[src/rtl/alu_muldiv.sv]
// Iterative RV32M-style multiply/divide unit: one bit per cycle shift-add multiply and
// restoring divide on operand magnitudes, followed by a sign-fix cycle and a held result.
module alu_muldiv #(
    parameter int WIDTH = 32
) (
    input  logic             clk,
    input  logic             rst,
    input  logic             in_valid,
    output logic             in_ready,
    input  logic [2:0]       op,
    input  logic [WIDTH-1:0] a,
    input  logic [WIDTH-1:0] b,
    input  logic             kill,
    output logic             out_valid,
    input  logic             out_ready,
    output logic [WIDTH-1:0] result,
    output logic             busy
);

    localparam int CW = $clog2(WIDTH);
    localparam logic [CW-1:0]    LAST_BIT = CW'(WIDTH - 1);
    localparam logic [WIDTH-1:0] MOST_NEG = {1'b1, {(WIDTH-1){1'b0}}};

    localparam logic [2:0] OP_MUL    = 3'b000;
    localparam logic [2:0] OP_MULH   = 3'b001;
    localparam logic [2:0] OP_MULHSU = 3'b010;
    localparam logic [2:0] OP_MULHU  = 3'b011;
    localparam logic [2:0] OP_DIV    = 3'b100;
    localparam logic [2:0] OP_DIVU   = 3'b101;
    localparam logic [2:0] OP_REM    = 3'b110;
    localparam logic [2:0] OP_REMU   = 3'b111;

    typedef enum logic [1:0] {
        ST_IDLE = 2'd0,
        ST_CALC = 2'd1,
        ST_FIX  = 2'd2,
        ST_DONE = 2'd3
    } state_t;

    state_t             state_q, state_d;
    logic [2:0]         op_q, op_d;
    logic [CW-1:0]      cnt_q, cnt_d;
    logic [2*WIDTH-1:0] acc_q, acc_d;
    logic [WIDTH-1:0]   b_q, b_d;
    logic               neg_q, neg_d;
    logic [WIDTH-1:0]   result_q, result_d;

    logic               a_neg_s, b_neg_s, div_zero_s, div_ovf_s, special_s;
    logic [WIDTH-1:0]   a_mag_s, b_mag_s, special_res_s, fix_res_s;
    logic [WIDTH:0]     mul_sum_s, div_shift_s, div_diff_s;
    logic               div_ge_s;
    logic [2*WIDTH-1:0] mul_next_s, div_next_s, prod_s;

    // Operand magnitudes, signs and special-case detection for the accept cycle.
    always_comb begin
        a_neg_s    = ((op == OP_MULH) || (op == OP_MULHSU) || (op == OP_DIV) || (op == OP_REM))
                     && a[WIDTH-1];
        b_neg_s    = ((op == OP_MULH) || (op == OP_DIV) || (op == OP_REM)) && b[WIDTH-1];
        a_mag_s    = a_neg_s ? -a : a;
        b_mag_s    = b_neg_s ? -b : b;
        div_zero_s = op[2] && (b == '0);
        div_ovf_s  = ((op == OP_DIV) || (op == OP_REM)) && (a == MOST_NEG) && (b == '1);
        special_s  = div_zero_s || div_ovf_s;
        if (div_zero_s) begin
            special_res_s = op[1] ? a : '1;
        end else if (div_ovf_s) begin
            special_res_s = op[1] ? '0 : a;
        end else begin
            special_res_s = '0;
        end
    end

    // One iteration of shift-add multiply and restoring divide; acc holds {hi, lo}.
    always_comb begin
        mul_sum_s   = {1'b0, acc_q[2*WIDTH-1:WIDTH]} + (acc_q[0] ? {1'b0, b_q} : '0);
        mul_next_s  = {mul_sum_s, acc_q[WIDTH-1:1]};
        div_shift_s = {acc_q[2*WIDTH-1:WIDTH], acc_q[WIDTH-1]};
        div_diff_s  = div_shift_s - {1'b0, b_q};
        div_ge_s    = (div_shift_s >= {1'b0, b_q});
        div_next_s  = {(div_ge_s ? div_diff_s[WIDTH-1:0] : div_shift_s[WIDTH-1:0]),
                       acc_q[WIDTH-2:0], div_ge_s};
    end

    // Sign correction and result-half selection applied in FIX.
    always_comb begin
        prod_s = neg_q ? -acc_q : acc_q;
        case (op_q)
            OP_MUL:                         fix_res_s = prod_s[WIDTH-1:0];
            OP_MULH, OP_MULHSU, OP_MULHU:   fix_res_s = prod_s[2*WIDTH-1:WIDTH];
            OP_DIV, OP_DIVU:                fix_res_s = neg_q ? -acc_q[WIDTH-1:0] : acc_q[WIDTH-1:0];
            OP_REM, OP_REMU:                fix_res_s = neg_q ? -acc_q[2*WIDTH-1:WIDTH]
                                                              : acc_q[2*WIDTH-1:WIDTH];
            default:                        fix_res_s = '0;
        endcase
    end

    // Next-state and datapath register updates.
    always_comb begin
        state_d  = state_q;
        op_d     = op_q;
        cnt_d    = cnt_q;
        acc_d    = acc_q;
        b_d      = b_q;
        neg_d    = neg_q;
        result_d = result_q;
        case (state_q)
            ST_IDLE: begin
                if (in_valid && !kill) begin
                    op_d  = op;
                    cnt_d = '0;
                    neg_d = (op == OP_REM) ? a_neg_s : (a_neg_s ^ b_neg_s);
                    if (special_s) begin
                        acc_d    = '0;
                        b_d      = '0;
                        result_d = special_res_s;
                        state_d  = ST_DONE;
                    end else begin
                        acc_d   = {{WIDTH{1'b0}}, a_mag_s};
                        b_d     = b_mag_s;
                        state_d = ST_CALC;
                    end
                end else begin
                    state_d = ST_IDLE;
                end
            end
            ST_CALC: begin
                if (kill) begin
                    state_d = ST_IDLE;
                end else begin
                    acc_d = op_q[2] ? div_next_s : mul_next_s;
                    if (cnt_q == LAST_BIT) begin
                        cnt_d   = '0;
                        state_d = ST_FIX;
                    end else begin
                        cnt_d = cnt_q + CW'(1);
                    end
                end
            end
            ST_FIX: begin
                if (kill) begin
                    state_d = ST_IDLE;
                end else begin
                    result_d = fix_res_s;
                    state_d  = ST_DONE;
                end
            end
            ST_DONE: begin
                // kill outranks the result handshake; either way the result is dropped to zero.
                if (kill || out_ready) begin
                    result_d = '0;
                    state_d  = ST_IDLE;
                end else begin
                    state_d = ST_DONE;
                end
            end
            default: begin
                result_d = '0;
                state_d  = ST_IDLE;
            end
        endcase
    end

    // State and datapath registers with asynchronous clear.
    always_ff @(posedge clk or posedge rst) begin
        if (rst) begin
            state_q  <= ST_IDLE;
            op_q     <= 3'b000;
            cnt_q    <= '0;
            acc_q    <= '0;
            b_q      <= '0;
            neg_q    <= 1'b0;
            result_q <= '0;
        end else begin
            state_q  <= state_d;
            op_q     <= op_d;
            cnt_q    <= cnt_d;
            acc_q    <= acc_d;
            b_q      <= b_d;
            neg_q    <= neg_d;
            result_q <= result_d;
        end
    end

    assign in_ready  = (state_q == ST_IDLE);
    assign busy      = (state_q != ST_IDLE);
    assign out_valid = (state_q == ST_DONE);
    assign result    = result_q;

endmodule

[config.mk]
export PLATFORM = sky130hd
export DESIGN_NAME = alu_muldiv
export DESIGN_NICKNAME = d
export VERILOG_FILES = /design/src/rtl/alu_muldiv.sv
export SDC_FILE = /design/constraint.sdc
export NUM_CORES = 1
export LEC_CHECK = 0
export BUFFER_PORTS_ARGS = -buffer_cell sky130_fd_sc_hd__buf_2
export CAP_MARGIN = 25
export CORE_MARGIN = 2
export CORE_UTILIZATION = 63
export DETAILED_ROUTE_END_ITERATION = 8
export PLACE_DENSITY = 0.82
export SLEW_MARGIN = 20
export SYNTH_ARGS = -nofsm -noshare
export SYNTH_HDL_FRONTEND = slang
export SYNTH_SLANG_ARGS = --single-unit
[constraint.sdc]
create_clock -name clk -period 4.7 [get_ports clk]
set_input_delay 0 -clock clk [delete_from_list [all_inputs] [get_ports clk]]
set_output_delay 0 -clock clk [all_outputs]
set_load 0.02 [all_outputs]
# == Word-level counts from Yosys, hierarchy flattened ==
# Index checks and enable logic that the tools add are counted.
# op_classes
addsub,8
n_lt_le_gt_ge,1
n_eq_ne,23
muxes,35
bitwise_logic,1
reduce_logical,27
# op_table
cell,n
2-to-1 mux 32 bit,16
2-to-1 mux 64 bit,4
negation 32 bit,4
one-hot mux 32 bit (4 select lines),1
one-hot mux 64 bit (2 select lines),1
one-hot mux 32 bit (3 select lines),1
"equality test 32 bit, second input constant",2
negation 64 bit,1
adder 32 x 32 -> 33 bit,1
>= comparator 33 x 32 -> 1 bit,1
zero test 32 bit,1
subtractor 32 bit,1
"equality test 3 bit, second input constant",6
2-to-1 mux 5 bit,3
2-to-1 mux 2 bit,6
one-hot mux 5 bit (2 select lines),1
"equality test 3 x 2 -> 1 bit, second input constant",3
logical OR 1 bit,8
one-hot mux 2 bit (4 select lines),1
"equality test 3 x 1 -> 1 bit, second input constant",2
logical AND 1 bit,6
"!= test 2 x 1 -> 1 bit, second input constant",3
"adder 5 x 1 -> 5 bit, second input constant",1
"equality test 5 bit, second input constant",1
16 further kinds,20
# word_totals
ff_bits,139
output_inout_bits,35
elab_cells,102

# == Depth between registers and ports, before layout ==
# depth
ltp_word,9
depth_mapped,15
depth_no_buf,14

# == Least setup slack after synthesis ==
# Ideal clock, no wire load.
# synth_timing
path_kind,reg2reg
startpoint,reg acc_q[0]
endpoint,reg acc_q[58]
setup_time_ns,0.126
arrival_ns,3.259
required_ns,4.574
path_slack_ns,1.315
path_stages_with_launch,16
path_buffers,2
path_cell_list,dfrtp_1 > inv_1 > clkbuf_1 > nor2_1 > ha_1 > clkbuf_1 > nand3_1 > a21oi_1 > a21oi_1 > a21boi_0 > a41oi_1 > o31ai_1 > nor2_1 > o21ai_0 > xnor2_1 > a221o_1
# synth_via
elab_chain_cells,5
# synth_rtl
element,line_no,text
start: declaration,43,"logic [2*WIDTH-1:0] acc_q, acc_d;"
start signal: assignment,169,acc_q <= '0;
start signal: assignment,177,acc_q <= acc_d;
2-to-1 mux 32 bit,75,"mul_sum_s = {1'b0, acc_q[2*WIDTH-1:WIDTH]} + (acc_q[0] ? {1'b0, b_q} : '0);"
adder 32 x 32 -> 33 bit,75,
2-to-1 mux 64 bit,130,acc_d = op_q[2] ? div_next_s : mul_next_s;
2-to-1 mux 64 bit,127,if (kill) begin
one-hot mux 64 bit (2 select lines),106,case (state_q)
# No other way between the ends. The select of a mux whose other input is x is not followed.
# A chain may end at the register's enable or synchronous reset.

# == Worst setup path after layout ==
# Ends and elaborated chain as after synthesis.

==> impl_metrics.env <==
export IMPL_cts_inserted_buffers=17
export IMPL_cellPowerDensity_nw_per_um2=536
export IMPL_leakagePower_nw=6.76
export IMPL_fin_hold_ws_ns=0.0149
export IMPL_drt_wirelength_per_cell_um=22.9
export IMPL_worstPathCellList="inv_1 -> nor2_1 -> ha_1 -> o21ai_0 -> nor2_1 -> a21oi_1 -> a21boi_0 -> a41oi_1 -> o31ai_1 -> nor2_1 -> o21ai_0 -> xnor2_1 -> a221o_1"
export IMPL_cp_slowest_cell="o31ai_1"
export IMPL_cts_root_buffer="clkbuf_16"
export IMPL_gp_congestion=1.03
export IMPL_grt_max_degree=102
export IMPL_slew_viol_final=0
export IMPL_met2_length_um=21900
export IMPL_cts_resized=0
export IMPL_fmax_mhz=248
export IMPL_synth_edff_count=0
export IMPL_ys_top_cells_by_count="198 x nor2_1, 185 x nand2_1, 181 x o21ai_0"
export IMPL_clock_latency_ns=0.44
export IMPL_yosysMostFrequentCell="nor2_1"
export IMPL_grt_overflow_total=0
export IMPL_nNetsFinal=2108
export IMPL_cp_top_family="compound AO/OA/AOI/OAI gates"
export IMPL_final_cell_area_um2=15800
export IMPL_postPlaceCellArea_um2=14800
export IMPL_crit_path_end_kind="flop"
export IMPL_syn_num_nets=2035
export IMPL_drt_iter0_drc=2488
export IMPL_period_needed_ns=4.02
export IMPL_synthesis_area_um2=14100
export IMPL_slowest_delay_ns=0.66
export IMPL_final_antenna_net_count=0
export IMPL_via_count=15600
export IMPL_synth_area_leaders="dfrtp_1 25%, o21ai_0 6.4%, ha_1 6.3%"
export IMPL_postCtsHoldBufs=38
export IMPL_tightest_slew_ns=1.07
export IMPL_via_per_inst=6.93
export IMPL_worst_path_buf_inv=1
export IMPL_grt_pass1_vias=14400
export IMPL_h_tree_depth=4
export IMPL_antenna_found_initial=1
export IMPL_antenna_cells=0
export IMPL_slew_limit_headroom_pct=28.1
export IMPL_power_frac_comb_pct=59.9
export IMPL_clock_skew_ns=0.0136
export IMPL_final_layout_size_suffix_gt1_share_pct=10.1
export IMPL_synthCells=1890
export IMPL_port_buffer_count=106
export IMPL_grt_setup_unrepaired="no"
export IMPL_grt_first_pass_wirelength_um=80200
export IMPL_post_route_period_util_pct=85.6
export IMPL_row_count=54
export IMPL_hold_violations=0
export IMPL_die_area_um2=23600
export IMPL_synth_seq_cells=139
export IMPL_outcome="complete, no violations"
export IMPL_ios=107
export IMPL_hpwl_um=37900
export IMPL_drc=0
export IMPL_cts_buffer_depth=2
export IMPL_core_um2=21900
export IMPL_wirelength_met1_um=20600
export IMPL_die_x_um=154
export IMPL_grt_total_usage_pct=42.8
export IMPL_die_height_um=154
export IMPL_syn_avg_cell_area_um2=7.45
export IMPL_wl_met3_um=7190
export IMPL_netlist_cell_type_count=73
export IMPL_synth_main_ff_cell="dfrtp_1"
export IMPL_cp_max_fo=13
export IMPL_synth_top_area_share_pct=24.7
export IMPL_arrival_ns=4.35
export IMPL_ys_warnings_count=0
export IMPL_cp_required_ns=5.02
export IMPL_async_reset_ff_share_pct=100
export IMPL_fin_total_pwr_mw=8.47
export IMPL_synthToLayoutAreaGrowth_pct=12.3
export IMPL_internal_power_mw=4.21
export IMPL_report_final_setup_viol=0
export IMPL_tns_ns=0
export IMPL_seqPwrFrac_pct=23.7
export IMPL_maxCapViolations=0
export IMPL_switching_share_pct=50.3
export IMPL_crit_path_frequent_cell="nor2_1"
export IMPL_dr_max_layer_used="met5"
export IMPL_pwr_share_clk_pct=16.4
export IMPL_worst_slack_ns=0.675
export IMPL_clk_pin_slew_ns=0.07
export IMPL_post_cts_setup_buffers=0
export IMPL_crit_type="flop to flop"
export IMPL_clkSinkCount=139
export IMPL_ir_drop_v=0.000292
export IMPL_min_path_type="input port to flop"
export IMPL_seq_area_frac_synth_pct=24.7
export IMPL_cts_tree="built"
export IMPL_dr_pass1_iters=7
export IMPL_synth_top_cell_by_area="dfrtp_1"
export IMPL_wl_um=51600
export IMPL_pre_cts_ws_ns=0.805
export IMPL_start_kind="flop"
export IMPL_initial_core_util_pct=64.4
export IMPL_net_switching_power_mw=4.26
-- stage by stage --
stage,cells,utilization [%]
after floorplan,1890,-
after global placement,2182,67.5
after detailed placement,2182,67.5
after CTS,2252,71.9
after global routing,2256,72.3
final,2256,72.3
-- logic make-up (layout without fill, tap and decap cells) --
| family | count (synthesis) | count (layout) | share of synthesized area, % |
|---|---|---|---|
| XOR/XNOR | 160 | 160 | 9.95 |
| flip-flops | 139 | 139 | 24.7 |
| buffers and inverters | 200 | 286 | 5.65 |
| AO/OA/AOI/OAI | 649 | 649 | 29.0 |
| adder cells (fa/ha/maj) | 73 | 73 | 6.59 |
| multiplexers | 46 | 46 | 3.32 |
| AND/OR/NAND/NOR | 623 | 623 | 20.8 |
-- sequential cells by signal, summed over array words and instances (netlist names) --
name,cells
acc_q,64
state_q,2
result,32
b_q,32
cnt_q,5
op_q,3
neg_q,1
-- area by class of cell --
type / instances / area, um2
inverters: 70 / 268
multi-input cells: 1551 / 9840
repair buffers: 184 / 1290
clock inverters: 14 / 156
well taps: 280 / 350
fillers: 1741 / 6070
clock buffers: 18 / 429
flip-flops and latches: 139 / 3480
-- cells in the final DEF, fill, tap and decap left out, types with 38 or more instances in the layout --
cell	count
inv_1	69
buf_2	106
a21oi_1	163
nor3_1	51
xor2_1	65
o21ai_0	181
dlygate4sd3_1	38
xnor2_1	95
nand3_1	43
nor2_1	196
ha_1	71
dfrtp_1	137
mux2i_1	40
nand2_1	185
-- power by group through the flow --
stage	sequential, mW	combinational, mW	clock (mW)
floorplan	1.74	3.68	0
global placement	1.97	4.76	0
detailed placement	1.99	4.83	0
CTS	1.97	4.90	1.39
global route	2.02	5.53	1.44
finish	2.01	5.07	1.39
-- worst register-to-register path, stage by stage, from the launching register on --
cell and delay (ns):
dfrtp_1 0.45, inv_1 0.37, nor2_1 0.12, ha_1 0.36
o21ai_0 0.12, nor2_1 0.22, a21oi_1 0.13, a21boi_0 0.37
a41oi_1 0.29, o31ai_1 0.66, nor2_1 0.18, o21ai_0 0.24
xnor2_1 0.09, a221o_1 0.31
-- path summary, 6_finish.rpt --
check	slack (ns)	start	end	cells past startpoint
max	0.68	acc_q[0]$_DFFE_PP0P_	acc_q[58]$_DFFE_PP0P_	13
min	0.01	b[14]	b_q[14]$_DFFE_PP0P_	3
max reg2reg	0.68	acc_q[0]$_DFFE_PP0P_	acc_q[58]$_DFFE_PP0P_	13
min reg2reg	0.48	b_q[10]$_DFFE_PP0P_	b_q[10]$_DFFE_PP0P_	2
max in group asynchronous	3.34	rst	acc_q[34]$_DFFE_PP0P_	5
min in group asynchronous	0.05	rst	result[24]$_DFFE_PP0P_	3
-- routing by layer --
metal / vias up / GRT usage (%)
li1: 7069 / -
met1: 7249 / 60.6
met2: 1138 / 63.2
met3: 177 / 11.9
met4: 4 / 14.4
met5: - / 1.45
Note: power is estimated with default switching activity, not from simulation.
